<file path="src/rtl/mem_stage_wb.sv">
// mem_stage_wb: memory-stage access controller and MEM/WB pipeline register.
// Launches one registered valid/ack data-memory access per load/store, stalls
// the upstream stages while it is outstanding, and feeds the write-back stage.
//
// Ports
//   clk, reset            clock, synchronous active-high reset
//   RegWriteM..WriteRegM  EX/MEM register outputs (held by upstream while StallM)
//   StallM                combinational stall to IF/ID/EX/MEM
//   dmem_req/we/addr/wdata registered memory request; dmem_rdata/dmem_ack response
//   bus_err               sticky bus-timeout flag
//   RegWriteW..WriteRegW  MEM/WB register outputs
//
// Optional feature: define DMEM_TIMEOUT_EN to abort a BUSY access after
// TIMEOUT_CYCLES cycles without ack (rdata forced to 32'hDEADBEEF, bus_err set).
module mem_stage_wb #(
    parameter int unsigned TIMEOUT_CYCLES = 255
) (
    input  logic        clk,
    input  logic        reset,
    input  logic        RegWriteM,
    input  logic        MemtoRegM,
    input  logic        MemWriteM,
    input  logic [31:0] ALUOutM,
    input  logic [31:0] WriteDataM,
    input  logic [4:0]  WriteRegM,
    output logic        StallM,
    output logic        dmem_req,
    output logic        dmem_we,
    output logic [31:0] dmem_addr,
    output logic [31:0] dmem_wdata,
    input  logic [31:0] dmem_rdata,
    input  logic        dmem_ack,
    output logic        bus_err,
    output logic        RegWriteW,
    output logic        MemtoRegW,
    output logic [31:0] ReadDataW,
    output logic [31:0] ALUOutW,
    output logic [4:0]  WriteRegW
);

    localparam logic [1:0] IDLE = 2'd0;
    localparam logic [1:0] BUSY = 2'd1;
    localparam logic [1:0] DONE = 2'd2;

`ifdef DMEM_TIMEOUT_EN
    localparam int unsigned CNT_W = ($clog2(TIMEOUT_CYCLES + 1) > 8) ?
                                    $clog2(TIMEOUT_CYCLES + 1) : 8;
    logic [CNT_W-1:0] cnt_q, cnt_d;
`else
    logic [31:0] unused_timeout;
    assign unused_timeout = TIMEOUT_CYCLES;
`endif

    logic [1:0]  state_q, state_d;
    logic        req_q, req_d;
    logic        we_q, we_d;
    logic [31:0] addr_q, addr_d;
    logic [31:0] wdata_q, wdata_d;
    logic [31:0] rdq_q, rdq_d;
    logic        err_q, err_d;
    logic        rw_w_q, rw_w_d;
    logic        m2r_w_q, m2r_w_d;
    logic [31:0] rd_w_q, rd_w_d;
    logic [31:0] alu_w_q, alu_w_d;
    logic [4:0]  wr_w_q, wr_w_d;
    logic        stall_c;
    logic        access;

    assign access = MemtoRegM | MemWriteM;

    // State and pipeline registers
    always_ff @(posedge clk) begin
        if (reset) begin
            state_q <= IDLE;
            req_q   <= 1'b0;
            we_q    <= 1'b0;
            addr_q  <= '0;
            wdata_q <= '0;
            rdq_q   <= '0;
            err_q   <= 1'b0;
            rw_w_q  <= 1'b0;
            m2r_w_q <= 1'b0;
            rd_w_q  <= '0;
            alu_w_q <= '0;
            wr_w_q  <= '0;
`ifdef DMEM_TIMEOUT_EN
            cnt_q   <= '0;
`endif
        end else begin
            state_q <= state_d;
            req_q   <= req_d;
            we_q    <= we_d;
            addr_q  <= addr_d;
            wdata_q <= wdata_d;
            rdq_q   <= rdq_d;
            err_q   <= err_d;
            rw_w_q  <= rw_w_d;
            m2r_w_q <= m2r_w_d;
            rd_w_q  <= rd_w_d;
            alu_w_q <= alu_w_d;
            wr_w_q  <= wr_w_d;
`ifdef DMEM_TIMEOUT_EN
            cnt_q   <= cnt_d;
`endif
        end
    end

    // Next-state, bus request and MEM/WB load; W defaults to a bubble
    always_comb begin
        state_d = state_q;
        req_d   = req_q;
        we_d    = we_q;
        addr_d  = addr_q;
        wdata_d = wdata_q;
        rdq_d   = rdq_q;
        err_d   = err_q;
        rw_w_d  = 1'b0;
        m2r_w_d = 1'b0;
        rd_w_d  = '0;
        alu_w_d = '0;
        wr_w_d  = '0;
        stall_c = 1'b0;
`ifdef DMEM_TIMEOUT_EN
        cnt_d   = cnt_q;
`endif
        case (state_q)
            IDLE: begin
                if (access) begin
                    stall_c = 1'b1;
                    req_d   = 1'b1;
                    // load wins when both load and store are flagged
                    we_d    = MemWriteM & ~MemtoRegM;
                    addr_d  = ALUOutM;
                    wdata_d = WriteDataM;
                    state_d = BUSY;
`ifdef DMEM_TIMEOUT_EN
                    cnt_d   = '0;
`endif
                end else begin
                    rw_w_d  = RegWriteM;
                    m2r_w_d = MemtoRegM;
                    alu_w_d = ALUOutM;
                    wr_w_d  = WriteRegM;
                end
            end
            BUSY: begin
                stall_c = 1'b1;
                if (dmem_ack) begin
                    rdq_d   = we_q ? 32'h0 : dmem_rdata;
                    req_d   = 1'b0;
                    state_d = DONE;
                end
`ifdef DMEM_TIMEOUT_EN
                else if (cnt_q == CNT_W'(TIMEOUT_CYCLES - 1)) begin
                    rdq_d   = 32'hDEADBEEF;
                    req_d   = 1'b0;
                    err_d   = 1'b1;
                    state_d = DONE;
                end else begin
                    cnt_d = cnt_q + CNT_W'(1);
                end
`endif
            end
            DONE: begin
                rw_w_d  = RegWriteM;
                m2r_w_d = MemtoRegM;
                rd_w_d  = rdq_q;
                alu_w_d = ALUOutM;
                wr_w_d  = WriteRegM;
                state_d = IDLE;
            end
            default: state_d = IDLE;
        endcase
    end

    assign StallM     = stall_c;
    assign dmem_req   = req_q;
    assign dmem_we    = we_q;
    assign dmem_addr  = addr_q;
    assign dmem_wdata = wdata_q;
    assign bus_err    = err_q;
    assign RegWriteW  = rw_w_q;
    assign MemtoRegW  = m2r_w_q;
    assign ReadDataW  = rd_w_q;
    assign ALUOutW    = alu_w_q;
    assign WriteRegW  = wr_w_q;

endmodule

</file>
<file path="config.mk">
export PLATFORM = sky130hd
export DESIGN_NAME = mem_stage_wb
export DESIGN_NICKNAME = d
export VERILOG_FILES = /design/src/rtl/mem_stage_wb.sv
export SDC_FILE = /design/constraint.sdc
export NUM_CORES = 1
export LEC_CHECK = 0
export ABC_AREA = 1
export ABC_CLOCK_PERIOD_IN_PS = 1300
export CAP_MARGIN = 20
export CORE_UTILIZATION = 44
export CTS_BUF_LIST = sky130_fd_sc_hd__clkbuf_16
export CTS_CLUSTER_DIAMETER = 120
export DETAILED_ROUTE_END_ITERATION = 7
export PLACE_DENSITY = 0.84
export SYNTH_ARGS = -nofsm -noshare
export SYNTH_HDL_FRONTEND = slang
export SYNTH_SLANG_ARGS = --single-unit
</file>
<file path="constraint.sdc">
create_clock -name clk -period 1.3 [get_ports clk]
set_input_delay 0.26 -clock clk [delete_from_list [all_inputs] [get_ports clk]]
set_output_delay 0.26 -clock clk [all_outputs]
set_load 0.01 [all_outputs]
</file>
Word-level counts from Yosys, hierarchy flattened --
Cells that the tools add are included.
Storage, ports and cells: register bits after elaboration 171, bits of input ports 107
Cells by class: equal/unequal tests 4, mux-type cells 17, bitwise logic cells 4, reductions and logical operators 7
Operator list (count):
- two-way mux 32 bit | 2
- one-hot mux 32 bit (2 select lines) | 1
- one-hot mux 5 bit (2 select lines) | 1
- one-hot mux 1 bit (2 select lines) | 4
- AND reduction 2 bit | 3
- two-way mux 1 bit | 5
- two-way mux 5 bit | 1
- two-way mux 2 bit | 2
- inequality test 2 bit, second input constant | 2
- one-hot mux 2 bit (2 select lines) | 1
- AND reduction 3 bit | 1
- equality test 2 x 1 -> 1 bit, second input constant | 1
- equality test 2 bit, second input constant | 1
- logical NOT 2 bit | 1
- NOT 1 bit | 2
- nonzero test 2 bit | 1
- OR reduction 2 bit | 1
- AND 1 bit | 1
- bitwise OR 1 bit | 1

Logic depth before layout (Yosys ltp) --
depth in word-level cells 3, depth in mapped cells 7, mapped depth without buffers 5

Worst setup path after synthesis --
Ideal clock, no wire load.
path type flip-flop to flip-flop, start reg state_q[0], end reg wdata_q[20], in the netlist dmem_wdata[20], arrival 1013 ps, slack 172 ps, cell stages (with the launch flop) 7, path through dfxtp_1 -> nor2_2 -> buf_2 -> buf_2 -> nand3_1 -> nand2_1 -> nor2_1
Between the ends: word-level cells in the longest chain between the ends 2
Ends and longest elaborated chain:
- start: declaration | line 54 | logic [1:0] state_q, state_d;
- start signal: assignment | line 90 | state_q <= state_d;
- logical NOT 2 bit | line 126 | case (state_q)
- AND reduction 2 bit (no line)
- end signal: assignment | line 94 | wdata_q <= wdata_d;
- end: declaration | line 58 | logic [31:0] wdata_q, wdata_d;
Every way passes these cells. A chain may end at the register's enable or synchronous reset.

Final worst setup path --
start in MemtoRegM, end out StallM
Between the ends: word-level cells in the longest chain between the ends 3
Ends and longest elaborated chain:
- start: declaration | line 21 | input logic MemtoRegM,
- bitwise OR 1 bit | line 69 | assign access = MemtoRegM | MemWriteM;
- two-way mux 1 bit | line 128 | if (access) begin
- one-hot mux 1 bit (2 select lines) | line 126
- end: declaration | line 26 | output logic StallM,
Every way passes these cells.

==> flow_summary.yaml <==
sta:
  setup_violations: 16
  rsz0062_at_grt: "yes"
  hold_viol: 0
  setup_slack_ps: -138
  finalCritPeriodShare_pct: 111
  finalCriticalPeriod_ps: 1440
  fmax_mhz: 695
  slew_violations: 0
  fin_skew_ps: 6.14
die:
  rows: 43
  die_y_um: 122
  die-area_um2: 14900
  start_util_pct: 45.4
  core_um2: 14000
  io_pins: 246
  dieWidth_um: 122
placement:
  preCtsSetupSlack_ps: -653
  port_buffers: 244
  dp_hpwl_um: 11400
  gp_congestion: 0.763
power:
  leakage_uw: 0.00474
  max-vdd-ir-drop_uv: 833
  power_uw: 13400
  power_density_nw_per_um2: 1410
clock_tree:
  htreeDepth: 4
  insertion_delay_ps: 420
  cts_tree: "yes"
  clock_sinks: 171
  clk_pin_slew_worst_paths_ps: 60
  cts_buffers: 17
  root_buffer: "clkbuf_16"
  cts_buffer_depth: 2
final_layout:
  num_antenna_cells: 0
  fillers: 1178
  nets: 1210
  drive_gt1_share_pct: 10.4
  regArea_um2: 3430
  multi_input_area_um2: 2170
  area_delta_synth_final_pct: 49.3
worst_setup_path:
  cp.required_ps: 1040
  cp-start-kind: "input pin"
  cp_top_family: "buffers and inverters"
  rr_worst_depth: 6
  endpoint_kind: "primary output"
  cp_max_fo: 2
  r2r_slack_ps: -20
  arrival_ps: 1180
  worstSetupPathType: "input pin to primary output"
  slowest_delay_ps: 510
  critPathBufInv: 3
  crit_cells: 6
  cp_cell_sequence: "clkdlybuf4s50_1 > inv_2 > nand2_4 > nand2_2 > nand2_4 > buf_6"
  critPathSlowestCell: "clkdlybuf4s50_1"
  path_common_cell: "nand2_4"
detailed_routing:
  first_pass_iters: 6
  route.vias.total: 6052
  avgViaCountPerCell: 4.67
  drtIter0Drc: 368
  wire_per_inst_um: 14.1
  drt.antenna.violating_nets: 0
  drt_wl_total_um: 18300
  drc_errors: 0
yosys:
  syn_nets: 982
  synth-async-reset-ratio_pct: 0
  synth_cells: 875
  ys_seq_area_share_pct: 53.9
  ys_ff_latch: 171
  synth_ff_type: "dfxtp_1"
  avgSynthCellArea_um2: 7.26
  yosys.area.top_type: "dfxtp_1"
  synth_area_um2: 6350
  synth_top_area_share_pct: 53.9
  synth_top_cells_by_count: "176 x nand2_1, 171 x dfxtp_1, 169 x nor2_1, 131 x inv_1, 96 x nand3_1"
  synth-edff-count: 0
  synth_most_common_cell: "nand2_1"
  yosys-top-cells-area: "dfxtp_1 54%, nand2_1 10%, nor2_1 10%"
  synth_cell_types: 14
  yosysWarnings: 0
global_routing:
  antenna_found_initial: 0
  grt_max_degree: 64
  grt_pass1_wl_um: 27600
  grt_pass1_vias: 5578
  grt_overflow: 0
  track_usage_pct: 24.1
hold_path:
  hold_depth: 3
  hold_class: "input pin to register"
run_status:
  outcome: "complete, but fails checks"
  failed_checks: "setup timing"
job:
  drv_cap: 0
[registers in the layout (all words and copies together), names as in the netlist]
name,count
ALUOutW,32
ReadDataW,32
dmem_addr,32
dmem_wdata,32
rdq_q,32
WriteRegW,5
state_q,2
MemtoRegW,1
RegWriteW,1
dmem_req,1
dmem_we,1
[cells in the final DEF (no fill, tap or decap), types with 41 or more instances in the layout]
cell and n:
nand2_1 172, dfxtp_1 169, nor2_1 168, inv_1 130, clkdlybuf4s50_1 106, nand3_1 96
a21oi_1 67, dlygate4sd2_1 45, clkdlybuf4s15_1 44, clkbuf_2 41
[through the flow]
step	hold WS, ps	utilization, %	TNS, ps	instances	instance area (µm²)
2_1_floorplan	329	-	0	875	6350
3_3_place_gp	412	64.3	-49550	1260	9000
3_5_place_dp	417	64.3	-54300	1260	9000
4_1_cts	367	68.4	-288	1293	9560
5_1_grt	362	67.8	-4360	1295	9480
6_report	378	67.8	-344	1295	9480
[what timing repair did]
| action | in CTS | in global routing |
|---|---|---|
| hold buffers | 0 | 0 |
| setup endpoints to repair | 239 | 185 |
| gates resized for setup | 200 | 106 |
| pin swaps | 1 | 3 |
| cloned | 2 | 2 |
| buffers inserted | 1 | 0 |
[metal layers]
layer | share of wire (%) | global-route usage [%] | up-vias
li1 | - | - | 3094
met2 | 47 | 40.0 | 227
met5 | 0 | 0 | -
met1 | 42 | 28.0 | 2700
met3 | 8.3 | 7.68 | 31
met4 | 2.7 | 11.6 | 0
[power by group]
group	internal, µW	switching, µW
Clock	3030	2100
Combinational	1130	1340
Sequential	5620	175
[path summary, 6_finish.rpt]
path,start,endpoint
min,WriteRegM[2],WriteRegW[2]
min reg2reg,rdq_q[26],ReadDataW[26]
max reg2reg,state_q[0],dmem_addr[25]
max,MemtoRegM,StallM
[logic make-up (layout without fill, tap and decap cells)]
logic type | count (synthesis) | count (layout) | share of synthesized area, %
compound gates | 67 | 67 | 5.28
buf+inv | 192 | 432 | 12.5
other cells | 1 | 1 | 0.0590
simple gates | 444 | 444 | 28.3
flops | 171 | 171 | 53.9
[cell type report]
cell class	count	share of cell area, %
sequential	171	36.2
timing repair buffer	269	27.1
multi-input combinational	512	22.9
inverter	132	5.22
clock buffer	17	4.49
tap	180	2.37
clock inverter	14	1.82
[worst reg2reg max path, stage by stage (launching register included)]
cell and delay (ps):
dfxtp_2 340, nor2_4 120, buf_4 250, buf_16 230, nand3_1 140, nand2_1 90
nor2_1 40
(Power assumes the default switching activity.)
